[src/rtl/cascade_cache_ctrl_if.sv]
// Loader and requester bus of the cascade classifier cache controller.
// slave: controller side; master: loader/evaluator side.
interface cascade_cache_ctrl_if #(
    parameter int ADDR_WIDTH = 10,
    parameter int WORD_SIZE  = 8,
    parameter int NUM_REQ    = 4,
    parameter int ID_WIDTH   = 2
);
    logic                          load_start;
    logic [ADDR_WIDTH:0]           load_words;
    logic                          wr_valid;
    logic [WORD_SIZE-1:0]          wr_data;
    logic                          wr_ready;
    logic                          load_done;
    logic                          cache_ready;
    logic [NUM_REQ-1:0]            req;
    logic [NUM_REQ*ADDR_WIDTH-1:0] req_addr;
    logic [NUM_REQ-1:0]            gnt;
    logic                          rsp_valid;
    logic [ID_WIDTH-1:0]           rsp_id;
    logic [WORD_SIZE-1:0]          rsp_data;

    modport slave (
        input  load_start, load_words, wr_valid, wr_data, req, req_addr,
        output wr_ready, load_done, cache_ready, gnt, rsp_valid, rsp_id,
               rsp_data
    );

    modport master (
        output load_start, load_words, wr_valid, wr_data, req, req_addr,
        input  wr_ready, load_done, cache_ready, gnt, rsp_valid, rsp_id,
               rsp_data
    );
endinterface

[src/rtl/cascade_cache_ctrl.sv]
// Cascade cache controller: loads a cascade image into a simple dual-port
// RAM, then shares its read port among NUM_REQ requesters round-robin.
// Ports: clk, rst_n (async low), bus (loader + requester bus, slave side),
//   ram_waddr/ram_wdata/ram_we (write port), ram_raddr/ram_q (read port).
// Optional: CASCADE_CACHE_CHECKSUM_EN adds load_checksum (sum of loaded
//   words modulo 2^WORD_SIZE).
module cascade_cache_ctrl #(
    parameter int ADDR_WIDTH = 10,
    parameter int WORD_SIZE  = 8,
    parameter int NUM_REQ    = 4,
    parameter int ID_WIDTH   = 2
) (
    input  logic                  clk,
    input  logic                  rst_n,
    cascade_cache_ctrl_if.slave   bus,
    output logic [ADDR_WIDTH-1:0] ram_waddr,
    output logic [WORD_SIZE-1:0]  ram_wdata,
    output logic                  ram_we,
    output logic [ADDR_WIDTH-1:0] ram_raddr,
    input  logic [WORD_SIZE-1:0]  ram_q
`ifdef CASCADE_CACHE_CHECKSUM_EN
    ,
    output logic [WORD_SIZE-1:0]  load_checksum
`endif
);
    localparam int CW = ADDR_WIDTH + 1;

    typedef enum logic [1:0] {ST_IDLE, ST_LOAD, ST_READY} state_t;

    state_t                state_q, state_d;
    logic [CW-1:0]         cnt_q, cnt_d;
    logic [CW-1:0]         words_q, words_d;
    logic                  done_q, done_d;
    logic [ID_WIDTH-1:0]   ptr_q, ptr_d;
    logic [ADDR_WIDTH-1:0] raddr_q, raddr_d;
    logic                  rvalid_q, rvalid_d;
    logic [ID_WIDTH-1:0]   rid_q, rid_d;
    logic                  start;
    logic                  found;
    logic [ID_WIDTH-1:0]   sel;
    int                    idx;
`ifdef CASCADE_CACHE_CHECKSUM_EN
    logic [WORD_SIZE-1:0]  sum_q, sum_d;
`endif

    always_comb begin
        state_d     = state_q;
        cnt_d       = cnt_q;
        words_d     = words_q;
        done_d      = 1'b0;
        ptr_d       = ptr_q;
        raddr_d     = raddr_q;
        rvalid_d    = 1'b0;
        rid_d       = rid_q;
        start       = 1'b0;
        found       = 1'b0;
        sel         = '0;
        idx         = 0;
        bus.wr_ready = 1'b0;
        bus.gnt     = '0;
        ram_we      = 1'b0;
        ram_raddr   = raddr_q;
`ifdef CASCADE_CACHE_CHECKSUM_EN
        sum_d       = sum_q;
`endif
        unique case (state_q)
            ST_IDLE: begin
                start = bus.load_start;
            end
            ST_LOAD: begin
                bus.wr_ready = 1'b1;
                if (bus.wr_valid) begin
                    ram_we = 1'b1;
                    cnt_d  = cnt_q + 1'b1;
`ifdef CASCADE_CACHE_CHECKSUM_EN
                    sum_d  = sum_q + bus.wr_data;
`endif
                    if (cnt_q == words_q - 1'b1) begin
                        state_d = ST_READY;
                        done_d  = 1'b1;
                    end
                end
            end
            ST_READY: begin
                start = bus.load_start;
                // Rotating search from the slot after the last grant.
                for (int k = 0; k < NUM_REQ; k++) begin
                    idx = (int'(ptr_q) + k) % NUM_REQ;
                    if (!found && bus.req[idx]) begin
                        found = 1'b1;
                        sel   = ID_WIDTH'(idx);
                    end
                end
                if (found) begin
                    bus.gnt[sel] = 1'b1;
                    ram_raddr    = bus.req_addr[int'(sel)*ADDR_WIDTH +: ADDR_WIDTH];
                    raddr_d      = ram_raddr;
                    rvalid_d     = 1'b1;
                    rid_d        = sel;
                    if (int'(sel) == NUM_REQ - 1) begin
                        ptr_d = '0;
                    end else begin
                        ptr_d = sel + 1'b1;
                    end
                end
            end
            default: begin
                state_d = ST_IDLE;
            end
        endcase
        if (start) begin
            state_d = ST_LOAD;
            cnt_d   = '0;
            // A zero word count means a full RAM image.
            words_d = (bus.load_words == '0) ? (CW'(1) << ADDR_WIDTH)
                                             : bus.load_words;
`ifdef CASCADE_CACHE_CHECKSUM_EN
            sum_d   = '0;
`endif
        end
    end

    always_ff @(posedge clk or negedge rst_n) begin
        if (!rst_n) begin
            state_q  <= ST_IDLE;
            cnt_q    <= '0;
            words_q  <= '0;
            done_q   <= 1'b0;
            ptr_q    <= '0;
            raddr_q  <= '0;
            rvalid_q <= 1'b0;
            rid_q    <= '0;
`ifdef CASCADE_CACHE_CHECKSUM_EN
            sum_q    <= '0;
`endif
        end else begin
            state_q  <= state_d;
            cnt_q    <= cnt_d;
            words_q  <= words_d;
            done_q   <= done_d;
            ptr_q    <= ptr_d;
            raddr_q  <= raddr_d;
            rvalid_q <= rvalid_d;
            rid_q    <= rid_d;
`ifdef CASCADE_CACHE_CHECKSUM_EN
            sum_q    <= sum_d;
`endif
        end
    end

    assign ram_waddr       = cnt_q[ADDR_WIDTH-1:0];
    assign ram_wdata       = bus.wr_data;
    assign bus.load_done   = done_q;
    assign bus.cache_ready = (state_q == ST_READY);
    assign bus.rsp_valid   = rvalid_q;
    assign bus.rsp_id      = rid_q;
    assign bus.rsp_data    = ram_q;
`ifdef CASCADE_CACHE_CHECKSUM_EN
    assign load_checksum   = sum_q;
`endif
endmodule

[src/flat_wrapper.sv]
// flat-port wrapper written by rule: the top's interface ports become plain ports
module cascade_cache_ctrl_flat 
#(
    parameter int ADDR_WIDTH = 10,
    parameter int WORD_SIZE  = 8,
    parameter int NUM_REQ    = 4,
    parameter int ID_WIDTH   = 2
)
  (clk, rst_n, ram_waddr, ram_wdata, ram_we, ram_raddr, ram_q, bus_load_start, bus_load_words, bus_wr_valid, bus_wr_data, bus_req, bus_req_addr, bus_wr_ready, bus_load_done, bus_cache_ready, bus_gnt, bus_rsp_valid, bus_rsp_id, bus_rsp_data);
  cascade_cache_ctrl_if #(.ADDR_WIDTH(ADDR_WIDTH), .WORD_SIZE(WORD_SIZE), .NUM_REQ(NUM_REQ), .ID_WIDTH(ID_WIDTH)) bus_i ();
  input  logic clk;
  input  logic rst_n;
  output logic [ADDR_WIDTH-1:0] ram_waddr;
  output logic [WORD_SIZE-1:0] ram_wdata;
  output logic ram_we;
  output logic [ADDR_WIDTH-1:0] ram_raddr;
  input  logic [WORD_SIZE-1:0] ram_q;
  input wire logic [$bits(bus_i.load_start)-1:0] bus_load_start;
  input wire logic [$bits(bus_i.load_words)-1:0] bus_load_words;
  input wire logic [$bits(bus_i.wr_valid)-1:0] bus_wr_valid;
  input wire logic [$bits(bus_i.wr_data)-1:0] bus_wr_data;
  input wire logic [$bits(bus_i.req)-1:0] bus_req;
  input wire logic [$bits(bus_i.req_addr)-1:0] bus_req_addr;
  output wire logic [$bits(bus_i.wr_ready)-1:0] bus_wr_ready;
  output wire logic [$bits(bus_i.load_done)-1:0] bus_load_done;
  output wire logic [$bits(bus_i.cache_ready)-1:0] bus_cache_ready;
  output wire logic [$bits(bus_i.gnt)-1:0] bus_gnt;
  output wire logic [$bits(bus_i.rsp_valid)-1:0] bus_rsp_valid;
  output wire logic [$bits(bus_i.rsp_id)-1:0] bus_rsp_id;
  output wire logic [$bits(bus_i.rsp_data)-1:0] bus_rsp_data;
  assign bus_i.load_start = bus_load_start;
  assign bus_i.load_words = bus_load_words;
  assign bus_i.wr_valid = bus_wr_valid;
  assign bus_i.wr_data = bus_wr_data;
  assign bus_i.req = bus_req;
  assign bus_i.req_addr = bus_req_addr;
  assign bus_wr_ready = bus_i.wr_ready;
  assign bus_load_done = bus_i.load_done;
  assign bus_cache_ready = bus_i.cache_ready;
  assign bus_gnt = bus_i.gnt;
  assign bus_rsp_valid = bus_i.rsp_valid;
  assign bus_rsp_id = bus_i.rsp_id;
  assign bus_rsp_data = bus_i.rsp_data;
  cascade_cache_ctrl #(.ADDR_WIDTH(ADDR_WIDTH), .WORD_SIZE(WORD_SIZE), .NUM_REQ(NUM_REQ), .ID_WIDTH(ID_WIDTH)) u_core (.clk(clk), .rst_n(rst_n), .bus(bus_i), .ram_waddr(ram_waddr), .ram_wdata(ram_wdata), .ram_we(ram_we), .ram_raddr(ram_raddr), .ram_q(ram_q));
endmodule
[config.mk]
export PLATFORM = sky130hd
export DESIGN_NAME = cascade_cache_ctrl_flat
export DESIGN_NICKNAME = d
export VERILOG_FILES = /design/src/rtl/cascade_cache_ctrl_if.sv /design/src/rtl/cascade_cache_ctrl.sv /design/src/flat_wrapper.sv
export SDC_FILE = /design/constraint.sdc
export NUM_CORES = 1
export LEC_CHECK = 0
export BUFFER_PORTS_ARGS = -buffer_cell sky130_fd_sc_hd__buf_4
export CAP_MARGIN = 20
export CORE_ASPECT_RATIO = 1.1
export CORE_MARGIN = 3
export CORE_UTILIZATION = 48
export CTS_CLUSTER_DIAMETER = 30
export DETAILED_ROUTE_END_ITERATION = 6
export GPL_TIMING_DRIVEN = 0
export PLACE_DENSITY = 0.85
export SLEW_MARGIN = 20
export SYNTH_ARGS = -nofsm -noshare
export SYNTH_HDL_FRONTEND = slang
export SYNTH_SLANG_ARGS = --single-unit
[constraint.sdc]
create_clock -name clk -period 2.6 [get_ports clk]
set_input_delay 0.26 -clock clk [delete_from_list [all_inputs] [get_ports clk]]
set_output_delay 0.26 -clock clk [all_outputs]
set_load 0.01 [all_outputs]
==> results.ini <==
[detailed_routing]
drc_errors=0
viasPerCell=5.55
drt_pass1_iterations=4
vias=2696
final_antenna_net_count=0
avgRoutedWirePerCell_um=17.3
drt_iter0_drc=128
wirelength_mm=8.42

[logic_synthesis]
async_reset_ff_frac=1.00
post_synth.cell_area_avg_um2=9.67
muxShareOfSynthArea=0.0808
synth-simple-area-share=0.190
synth_ff_type=dfrtp_1
synth_area_leader_cell=dfrtp_1
synth_compound_area_frac=0.176
synth_edf_count=0
synth_area_mm2=0.00276
synth_top_area_frac=0.363
synth.distinct_cells=49
synthTopCellsByArea=dfrtp_1 36%, buf_4 7.4%, mux2_2 4.1%
yosysSeqAreaShare=0.363
ys_ff_latch=40
netlist_instances=285
ys_warn_count=0
synth_top_family_by_area=simple AND/OR/NAND/NOR gates
synthAdderAreaFrac=0.0272
synthXorXnorAreaFrac=0.0572
syn-num-nets=366

[sta]
fin_crit_ns=2.55
fin_skew_ns=0.00783
hold_viol=0
timing.fmax_ghz=0.391
grt_setup_unrepaired=true
period_share=0.983
final-setup-viol-count=0
slew_headroom=0.545
worst_slew_pin_slew_ns=0.680
slew_violations=0
final.setup.tns_ns=0

[grt]
grt_first_pass_wirelength_mm=12.1
grt_pass1_vias=2547
antenna_found_initial=0
grt_max_degree=41
grt_util_all_layers=0.229
grt-ovfl-total=0

[worst_setup_path]
critPathMaxFanout=5
crit_path_end=ram_raddr[2]
cp.arrival_ns=2.29
rr_startpoint=u_core.words_q[0]
crit_path_start=u_core.ptr_q[1]
r2r-end=u_core.state_q[0]
cp-start-kind=flip-flop
critPathRequiredTime_ns=2.34
crit_type=reg -> out
r2r_slack_ns=0.50
setup.worst_path.end_class=output pin
reg2reg_depth=7

[pwr]
p_total_w=0.00244
seq_power_share=0.389
clockPowerShare=0.230
ir_worst_vdd_mv=0.487
power.density_mw_per_mm2=626
intPower_w=0.00161
p_sw_frac=0.341
comb_power_share=0.381
leakagePower_nw=1.93
power_switching_w=0.000835

[clocking]
cts-root-buf=clkbuf_8
cts_tree=done
htreeDepth=2
clkTransAtPathRegs_ns=0.08
clockBufferDepth=2
clk_latency_ns=0.30
cts_buffers=5
cts_num_sinks=40

[finish]
finalNonFillerCells=486
area_growth_pct=41.7
final_layout_size_suffix_gt1_frac=0.450
nets=491
diodes=0

[die]
die_h_um=85.5
die_width_um=78.3
dieArea_mm2=0.00669
io_pins=122
rows=28
fp.coreArea_mm2=0.00547
start_util=0.504

[place]
place_hpwl_mm=6.07
io_buffers=105
gp_congestion=0.821
place_inst=465

[flow_run]
drv_cap=0

[min_path]
min_path_cells=3
hold_class=in -> reg

[run_status]
status=completed

==> layout by cell type (no fill, tap or decap), types with 7 or more instances in the layout <==
| cell | instances |
|---|---|
| buf_4 | 143 |
| o31ai_1 | 13 |
| nand4_1 | 17 |
| xor2_1 | 7 |
| dfrtp_1 | 39 |
| nand2_1 | 17 |
| a221o_1 | 10 |
| o21ai_0 | 8 |
| xnor2_1 | 11 |
| mux2_2 | 10 |
| a21oi_1 | 18 |
| nor2_1 | 13 |
| clkbuf_8 | 7 |
==> cell usage after synthesis, drive strengths merged, types with 2 or more instances <==
master,number
a21boi,3
a21o,2
a21oi,20
a221o,10
and2,4
and3,2
and4b,2
buf,33
clkbuf,5
dfrtp,40
ha,6
inv,8
mux2,18
mux2i,2
nand2,17
nand2b,7
nand3,2
nand4,17
nor2,13
nor2b,5
nor3,6
nor3b,4
nor4,3
o211a,3
o21ai,8
o31ai,14
or3,5
xnor2,11
xor2,7
==> cells by family after synthesis <==
| family | Yosys count |
|---|---|
| compound gates | 65 |
| xor+xnor | 18 |
| fa+ha+maj | 6 |
| buf+inv | 46 |
| flops | 40 |
| mux | 20 |
| simple gates | 90 |
==> power groups by stage <==
stage	registers [W]	logic (W)	clock network [W]
after floorplan	0.000912	0.000645	0
after global placement	0.000953	0.000874	0
after detailed placement	0.000962	0.000915	0
after CTS	0.000950	0.000921	0.000570
after global routing	0.000978	0.00103	0.000601
final	0.000951	0.000932	0.000562
==> critical path, cell delays in order, from the launching register on <==
cell and delay (ns):
dfrtp_2 0.45, a21oi_2 0.18, nor3b_2 0.07, nor3_2 0.26
buf_4 0.21, mux2_1 0.33, a221o_1 0.33, buf_4 0.16
==> per-stage QoR <==
stage	instance area, um^2	utilization	setup slack, ns	hold WS [ns]
final	3910	0.715	0.0450	0.189
after detailed placement	3640	0.666	0.225	0.262
after floorplan	2760	-	0.563	-0.0356
after global routing	3910	0.715	-0.0437	0.188
after CTS	3780	0.692	0.0215	0.180
after global placement	3640	0.666	0.272	0.262
==> worst min-delay path by stage <==
stage	start	slack [ns]	end
detailed placement	rst_n	0.26	u_core.raddr_q[6]
global placement	rst_n	0.26	u_core.bus.rsp_valid
floorplan	rst_n	-0.04	u_core.bus.load_done
finish	bus_load_words[0]	0.19	u_core.words_q[0]
global route	bus_load_words[1]	0.19	u_core.words_q[1]
CTS	bus_load_words[1]	0.18	u_core.words_q[1]
==> registers in the layout, indices dropped and copies added, names as in the netlist <==
signal,flops
u_core.words_q,11
u_core.bus.load_done,1
u_core.bus.rsp_valid,1
u_core.raddr_q,10
u_core.bus.rsp_id,2
u_core.cnt_q,11
u_core.state_q,2
u_core.ptr_q,2
==> final cells by class <==
cell class	instances	area (um^2)
Multi-Input combinational cell	199	1500
Buffer	38	262
Clock buffer	7	96.3
Fill cell	439	1560
Clock inverter	1	30.0
Timing Repair Buffer	118	892
Tap cell	75	93.8
Inverter	8	30.0
Sequential cell	40	1000
==> routing by layer <==
metal  vias to the layer above  wire, um  global-route usage
li1                       1271         -                   -
met1                      1243      3110               0.257
met2                       157      4290               0.394
met3                        25       738              0.0626
met4                         0       285               0.119
met5                         -         0                   0
==> what timing repair did <==
action,4_1_cts,5_1_grt
gates resized for setup,0,13
buffers inserted,1,10
setup endpoints to repair,8,10
gates cloned,0,1
endpoints found under the hold margin,40,0
pin swaps,1,12
hold buffers,1,0
Note: power is estimated with default switching activity, not from simulation.
